`src/rtl/inst_issue_queue.sv`:
```
// Dual-lane show-ahead instruction queue between decode and issue: 0-2 pushes, 0-2 pops per cycle.
// Pushed entries are visible one cycle later; stall freezes all state, and flush empties the queue.
module inst_issue_queue #(
  parameter int DEPTH      = 16,
  parameter int OVF_MARGIN = 4,
  parameter int INST_W     = 32,
  parameter int PC_W       = 32
) (
  input  logic                       clk,
  input  logic                       reset,
  input  logic                       flush,
  input  logic                       stall,
  input  logic [1:0]                 in_valid,
  input  logic [INST_W-1:0]          in_inst0,
  input  logic [PC_W-1:0]            in_pc0,
  input  logic [INST_W-1:0]          in_inst1,
  input  logic [PC_W-1:0]            in_pc1,
  input  logic [1:0]                 pop_cnt,
  output logic [1:0]                 out_valid,
  output logic [INST_W-1:0]          out_inst0,
  output logic [PC_W-1:0]            out_pc0,
  output logic [INST_W-1:0]          out_inst1,
  output logic [PC_W-1:0]            out_pc1,
  output logic [$clog2(DEPTH):0]     count,
  output logic                       overflow,
  output logic                       drop_err
);

  localparam int PW = $clog2(DEPTH);
  localparam int CW = PW + 1;

  logic [INST_W-1:0] inst_q [DEPTH];
  logic [PC_W-1:0]   pc_q   [DEPTH];

  logic [PW-1:0] head_q, head_d, tail_q, tail_d;
  logic [PW-1:0] head_p1, tail_p1;
  logic [CW-1:0] count_q, count_d;
  logic          drop_err_q, drop_err_d;

  logic [1:0]    pop_req, pops, push_req, push_acc;
  logic [CW:0]   free_slots;
  logic          illegal, wr0, wr1;

  assign head_p1 = head_q + PW'(1);
  assign tail_p1 = tail_q + PW'(1);

  always_comb begin
    pop_req    = (pop_cnt > 2'd2) ? 2'd2 : pop_cnt;
    pops       = 2'd0;
    push_req   = 2'd0;
    push_acc   = 2'd0;
    drop_err_d = 1'b0;
    illegal    = (in_valid == 2'b10);

    // Pops are judged against start-of-cycle occupancy, so no same-cycle bypass.
    if (!stall) begin
      pops = (count_q < CW'(pop_req)) ? count_q[1:0] : pop_req;
    end

    if (!illegal) begin
      push_req = {1'b0, in_valid[0]} + {1'b0, in_valid[1]};
    end

    free_slots = (CW+1)'(DEPTH) - {1'b0, count_q} + (CW+1)'(pops);

    if (!stall && !flush) begin
      push_acc   = ((CW+1)'(push_req) > free_slots) ? free_slots[1:0] : push_req;
      drop_err_d = illegal || ((CW+1)'(push_req) > free_slots);
    end

    wr0 = (push_acc >= 2'd1);
    wr1 = (push_acc == 2'd2);

    head_d  = head_q + PW'(pops);
    tail_d  = tail_q + PW'(push_acc);
    count_d = count_q + CW'(push_acc) - CW'(pops);

    if (flush) begin
      head_d     = '0;
      tail_d     = '0;
      count_d    = '0;
      drop_err_d = 1'b0;
    end
  end

  always_ff @(posedge clk) begin
    if (reset) begin
      head_q     <= '0;
      tail_q     <= '0;
      count_q    <= '0;
      drop_err_q <= 1'b0;
    end else begin
      head_q     <= head_d;
      tail_q     <= tail_d;
      count_q    <= count_d;
      drop_err_q <= drop_err_d;
    end
  end

  // Entry storage carries no reset; validity is tracked purely by count_q.
  always_ff @(posedge clk) begin
    if (wr0) begin
      inst_q[tail_q] <= in_inst0;
      pc_q[tail_q]   <= in_pc0;
    end
    if (wr1) begin
      inst_q[tail_p1] <= in_inst1;
      pc_q[tail_p1]   <= in_pc1;
    end
  end

  assign out_valid = {(count_q >= CW'(2)), (count_q >= CW'(1))};
  assign out_inst0 = inst_q[head_q];
  assign out_pc0   = pc_q[head_q];
  assign out_inst1 = inst_q[head_p1];
  assign out_pc1   = pc_q[head_p1];
  assign count     = count_q;
  assign overflow  = (((CW+1)'(DEPTH) - {1'b0, count_q}) < (CW+1)'(OVF_MARGIN));
  assign drop_err  = drop_err_q;

  a_count_bound: assert property (@(posedge clk) disable iff (reset) count_q <= CW'(DEPTH));
  a_ptr_count:   assert property (@(posedge clk) disable iff (reset)
                                  (tail_q - head_q) == count_q[PW-1:0]);

endmodule

```
`config.mk`:
```
export PLATFORM = sky130hd
export DESIGN_NAME = inst_issue_queue
export DESIGN_NICKNAME = d
export VERILOG_FILES = /design/src/rtl/inst_issue_queue.sv
export SDC_FILE = /design/constraint.sdc
export NUM_CORES = 2
export LEC_CHECK = 0
export ABC_AREA = 1
export CORE_AREA = 2 2 349 610
export CTS_CLUSTER_DIAMETER = 50
export DETAILED_ROUTE_END_ITERATION = 8
export DIE_AREA = 0 0 351 612
export GPL_ROUTABILITY_DRIVEN = 0
export GPL_TIMING_DRIVEN = 0
export PLACE_DENSITY = 0.49
export REMOVE_ABC_BUFFERS = 1
export SYNTH_ARGS = -nofsm -noshare
export SYNTH_HDL_FRONTEND = slang
export SYNTH_SLANG_ARGS = --single-unit
```
`constraint.sdc`:
```
create_clock -name clk -period 8.4 [get_ports clk]
set_input_delay 2.52 -clock clk [delete_from_list [all_inputs] [get_ports clk]]
set_output_delay 2.52 -clock clk [all_outputs]
set_load 0.03 [all_outputs]
```
---- Yosys cells after proc, flatten, opt, wreduce, memory -nomap -nowiden ----
Memories as Yosys holds them, arrays and structs flattened. A register that Yosys moved wholly into a read port is not among the register bits.
Index checks and enable logic that the tools add are counted.
word-level totals
  flip-flop bits (word level) ............. 14
  memory bits (writable) .................. 1024
  bits of input ports ..................... 136
  output and inout bits ................... 137
  word-level logic and storage cells ...... 43
  memories kept ........................... 2
memories
  memory  depth  width  rd ports  clocked after Yosys merged registers in  wr ports  line  text
  inst_q  16     32     2         1                                        2         32    logic [INST_W-1:0] inst_q [DEPTH];
  pc_q    16     32     2         1                                        2         33    logic [PC_W-1:0] pc_q [DEPTH];
cells by class
  add/sub/neg operators ................... 9
  order comparisons ....................... 7
  equal/unequal tests ..................... 2
  multiplexer cells ....................... 12
  bitwise gates (word level) .............. 1
  reduce and logical (&&, ||, !) cells .... 6
operators with widths
  operator             number
  $mux 2               6
  $add 4x1->4 const B  2
  $add 4x2->4          2
  $mux 4               2
  $add 6x2->6          1
  $gt 2x6->1           1
  $lt 6x3->1 const B   1
  $sub 5x5->6 const A  1
  $add 5x2->5          1
  $ge 5x1->1 const B   1
  $ge 5x2->1 const B   1
  $lt 5x2->1           1
  $sub 5x2->5          1
  $eq 2x2->1 const B   2
  $mux 1               4
  $reduce_or 3->1      1
  $add 1x1->2          1
  $ge 2x1->1 const B   1
  $gt 2x2->1 const B   1
  $logic_not 1->1      2
  $reduce_or 2->1      1
  $logic_and 1x1->1    1
  $logic_or 1x1->1     1
  $not 1->1            1

---- Depth between registers and ports, before layout ----
  depth in word-level cells ............... 12
  gate-level depth with buffers ........... 29
  mapped depth without buffers ............ 28

---- Worst setup path after synthesis ----
OpenSTA, ideal clock, no wires.
  kind .................................... in2reg
  start ................................... input port pop_cnt[1]
  end ..................................... memory inst_q[0][0], enable pin
  library setup time ...................... 0.424 ns
  data arrival time ....................... 7.023 ns
  data required time ...................... 7.976 ns
  path slack .............................. 0.953 ns
  stages on the path ...................... 23
  path buffers ............................ 2
  cell sequence ........................... inv_1 > ha_1 > nand2_1 > and2_1 > nor2_1 > nor3_1 > fa_1 > inv_1 > ha_1 > nand2_1 > a21boi_0 > nand2_1 > inv_1 > nand3_2 > nor2_4 > nor2_2 > nor2_8 > buf_6 > inv_1 > nand2_2 > buf_2 > nand2_1 > nand2_1
RTL lines
  item                line  text
  start: declaration  18    input logic [1:0] pop_cnt,
  end: declaration    32

---- Worst setup path after layout ----
  start ................................... register head_q[3]
  end ..................................... output port out_inst1[10]
on the way
  word-level cells in the longest chain between the ends .. 2
RTL lines
  item                      line  text
  start: declaration        35    logic [PW-1:0] head_q, head_d, tail_q, tail_d;
  start signal: assignment  88    head_q <= '0;
  start signal: assignment  93    head_q <= head_d;
  $add 4x1->4               44    assign head_p1 = head_q + PW'(1);
  $mem_v2 16x32             --
  end: declaration          22    output logic [INST_W-1:0] out_inst1,
No other way between the ends.

==> metrics <==
reg2reg start count[4]; RSZ-0062 raised after global routing false; min cycle time layout 8.395 ns; Place WS -2.304 ns; hold buffers post-CTS 0; Worst-path clk slew 0.06 ns; DRC Markers 0; Worst EP arrival between 5 and 6 ns; Crit. End Element output pin; die area 214800 sq um; R2R setup slack roughly 2.0 ns; CP max-delay cell clkdlybuf4s50_1; Distinct cells, synth 38; Buf/Inv on CP 7; Layout area overhead 16.73%; Starting Density 32.75%; Slew @ Worst Pin between 1 and 1.5 ns; I/O pins 273; Synth Flop Type edfxtp_1; vias per cell about 6.0; Max VDD drop 0.1956 mV; Post-Synthesis Cell Area 68810 sq um; Crit Reg-Reg Endpoint pc_q[7][22]; DIE HEIGHT 612 microns; R2R depth 26; DP Area 75900 sq um; core outline area 210100 sq um; synthesized instance count 9171; Critical Path Source Type flop; Cell Chain, Critical Path buf_16 -> clkinv_4 -> buf_16 -> buf_16 -> xor2_4 -> inv_4 -> buf_16 -> o21ai_0 -> o22ai_1 -> clkdlybuf4s50_1; Hold Crit Start tail_q[3]; router iterations before antenna repair 9; outcome complete, no violations; Final Util 38.23%; final instance area about 80000 sq um; PD cells roughly 230 nW/um^2; CP required about 5.9 ns; vias in the first global route 65530; hold depth 2; slew margin rel. 25.34%; via count 69940; fraction of layout cells with a size suffix above 1 5.773%; initial antenna violation count 32; Final nets 8837; Root Driver clkbuf_16; crit share post-route 99.95%; max-cap violation count 0; Syn. warnings 0; Clock Tree Buf Depth 3; register area share after synthesis 45.10%; syn avg cell area 7.503 sq um; Setup Viol. Count Final 0; DRT iter0 DRCs 9191; Crit path top cell by count buf_16; final count of hold timing violations 0; TritonCTS buffer count 118; CTS Sinks 1038; critical setup path kind reg -> out; pin count of the biggest net entering global routing 121; WL/cell 28.14 microns; Worst-Skew Late Latency approximately 0.76 ns; final WL 326.0 mm; PortBufs 272; Hold EP tail_q[3]; Overflow after GRT 0; row count around 220; hold_ws 0.5443 ns; Crit Path Max Fanout 43; dpl hpwl about 190 mm; cell family with most CP delay buffers and inverters; Min-Delay Path Class reg -> reg; Total GRT Usage ~29%; Crit path largest cell delay 0.81 ns; Final ANT Viol Nets 0; Post-synth EDFFs slightly above 1000; clk_skew 0.02630 ns; commonest non-fill, non-tap cell in the layout nand2_1; Die W 351 microns; H-Tree Level Count 3; first-pass GRT wire length 455.9 mm; Leakage 31.06 nW; final worst-path setup slack 0.004536 ns; fin. max-slew vios 0; Post-synth ARST share 0%; most frequent cells in the layout 2611 x nand2_1, 1055 x o21ai_0, 1027 x nand4_1; CTS tree built; f_max 119.1 MHz; Synth Register Bits 1038
## state kept, by name, summed over array words and instances (netlist names)
| signal | cells |
|---|---|
| inst_q | 512 |
| drop_err | 1 |
| count | 5 |
| head_q | 4 |
| pc_q | 512 |
| tail_q | 4 |
## cells in the mapped netlist (5+ instances only)
master / number / area [sq um]
o311ai_0: 33 / 289.0
o21ai_0: 1055 / 5280
a211oi_1: 98 / 735.7
fa_1: 5 / 100.1
edfxtp_1: 1024 / 30750
nand4_1: 1027 / 6425
nand2_2: 5 / 31.28
nand2_1: 2628 / 9864
dfxtp_1: 14 / 280.3
o31ai_1: 33 / 247.7
inv_1: 549 / 2061
ha_1: 21 / 262.8
buf_1: 204 / 765.7
a21oi_1: 682 / 3413
clkbuf_1: 583 / 2188
nor2_1: 448 / 1682
o211ai_1: 128 / 960.9
o22ai_1: 63 / 394.1
nand3_1: 187 / 935.9
buf_4: 45 / 337.8
buf_2: 306 / 1531
inv_2: 5 / 18.77
## cell families after synthesis
family          synth area share (%)
simple gates                   27.75
buf+inv                        10.09
compound gates                 16.49
fa+ha+maj                     0.5274
flops                          45.10
xor+xnor                     0.05093
## how the worst max path moves through the flow
| stage | from | end | slack (ns) | cells after the start |
|---|---|---|---|---|
| after floorplan | head_q[0] | out_pc1[30] | -36.63 | 5 |
| after detailed placement | pop_cnt[1] | pc_q[8][7] | -2.30 | 28 |
| after global routing | pop_cnt[1] | pc_q[6][27] | 0.002 | 27 |
| final | head_q[3] | out_inst1[10] | 0.005 | 10 |
| after CTS | pop_cnt[1] | pc_q[5][27] | -0.20 | 26 |
| after global placement | head_q[0] | out_inst1[8] | -75.74 | 6 |
## area by class of cell
class                      instances  area (sq um)
antenna                            7         17.52
clock buffer                     147          3168
clock inverter                    63         651.9
fill                           20830        129800
inverter                         555          2118
multi-input combinational       6450         31590
sequential                      1038         31040
tap                             2812          3518
timing repair buffer             512          8207
## stage by stage
stage               TNS [ns]  cells  power [mW]
floorplan                  -   8030       10.95
global placement           -  11110       13.37
detailed placement  -2501.51  11330       13.28
CTS                   -9.097  11560       18.63
global route               0  11580       19.45
finish                     0  11580       18.69
## worst register-to-register path: stages, from the launching register on
cell and delay, ns:
dfxtp_1 0.44, inv_1 0.14, ha_1 0.23, nand2_1 0.08, nor2_1 0.04, and2_1 0.19, a211oi_2 0.37, ha_1 0.27
fa_1 0.41, inv_1 0.10, ha_1 0.24, nand2_1 0.06, a21boi_0 0.19, nand2_1 0.10, inv_1 0.08, nand3_2 0.09
nor2_4 0.10, nor2_2 0.12, nor2_8 0.14, buf_16 0.27, buf_16 0.27, buf_16 0.26, buf_16 0.32, nand3_4 0.30
buf_16 0.28, nand2_8 0.53, clkbuf_16 0.41
## power breakdown
group	switching [mW]	leakage (nW)	internal [mW]
Sequential	0.0946	9.34	5.89
Combinational	5.12	19.9	2.27
Clock	2.32	1.83	3.00
## timing repair
action,4_1_cts,5_1_grt
setup endpoints to repair,1648,780
pin swaps,13,9
cloned,10,9
resized for setup,15,5
buffers inserted,9,13
## per-layer routing
metal	vias to the layer above	part of all wire, %	track usage (%)
met1	33870	38	35.78
met4	38	5.7	15.46
met5	-	0.071	0
met3	990	9.9	5.580
li1	30930	-	-
met2	4113	47	47.81
Power figures use the tool's default switching activity.
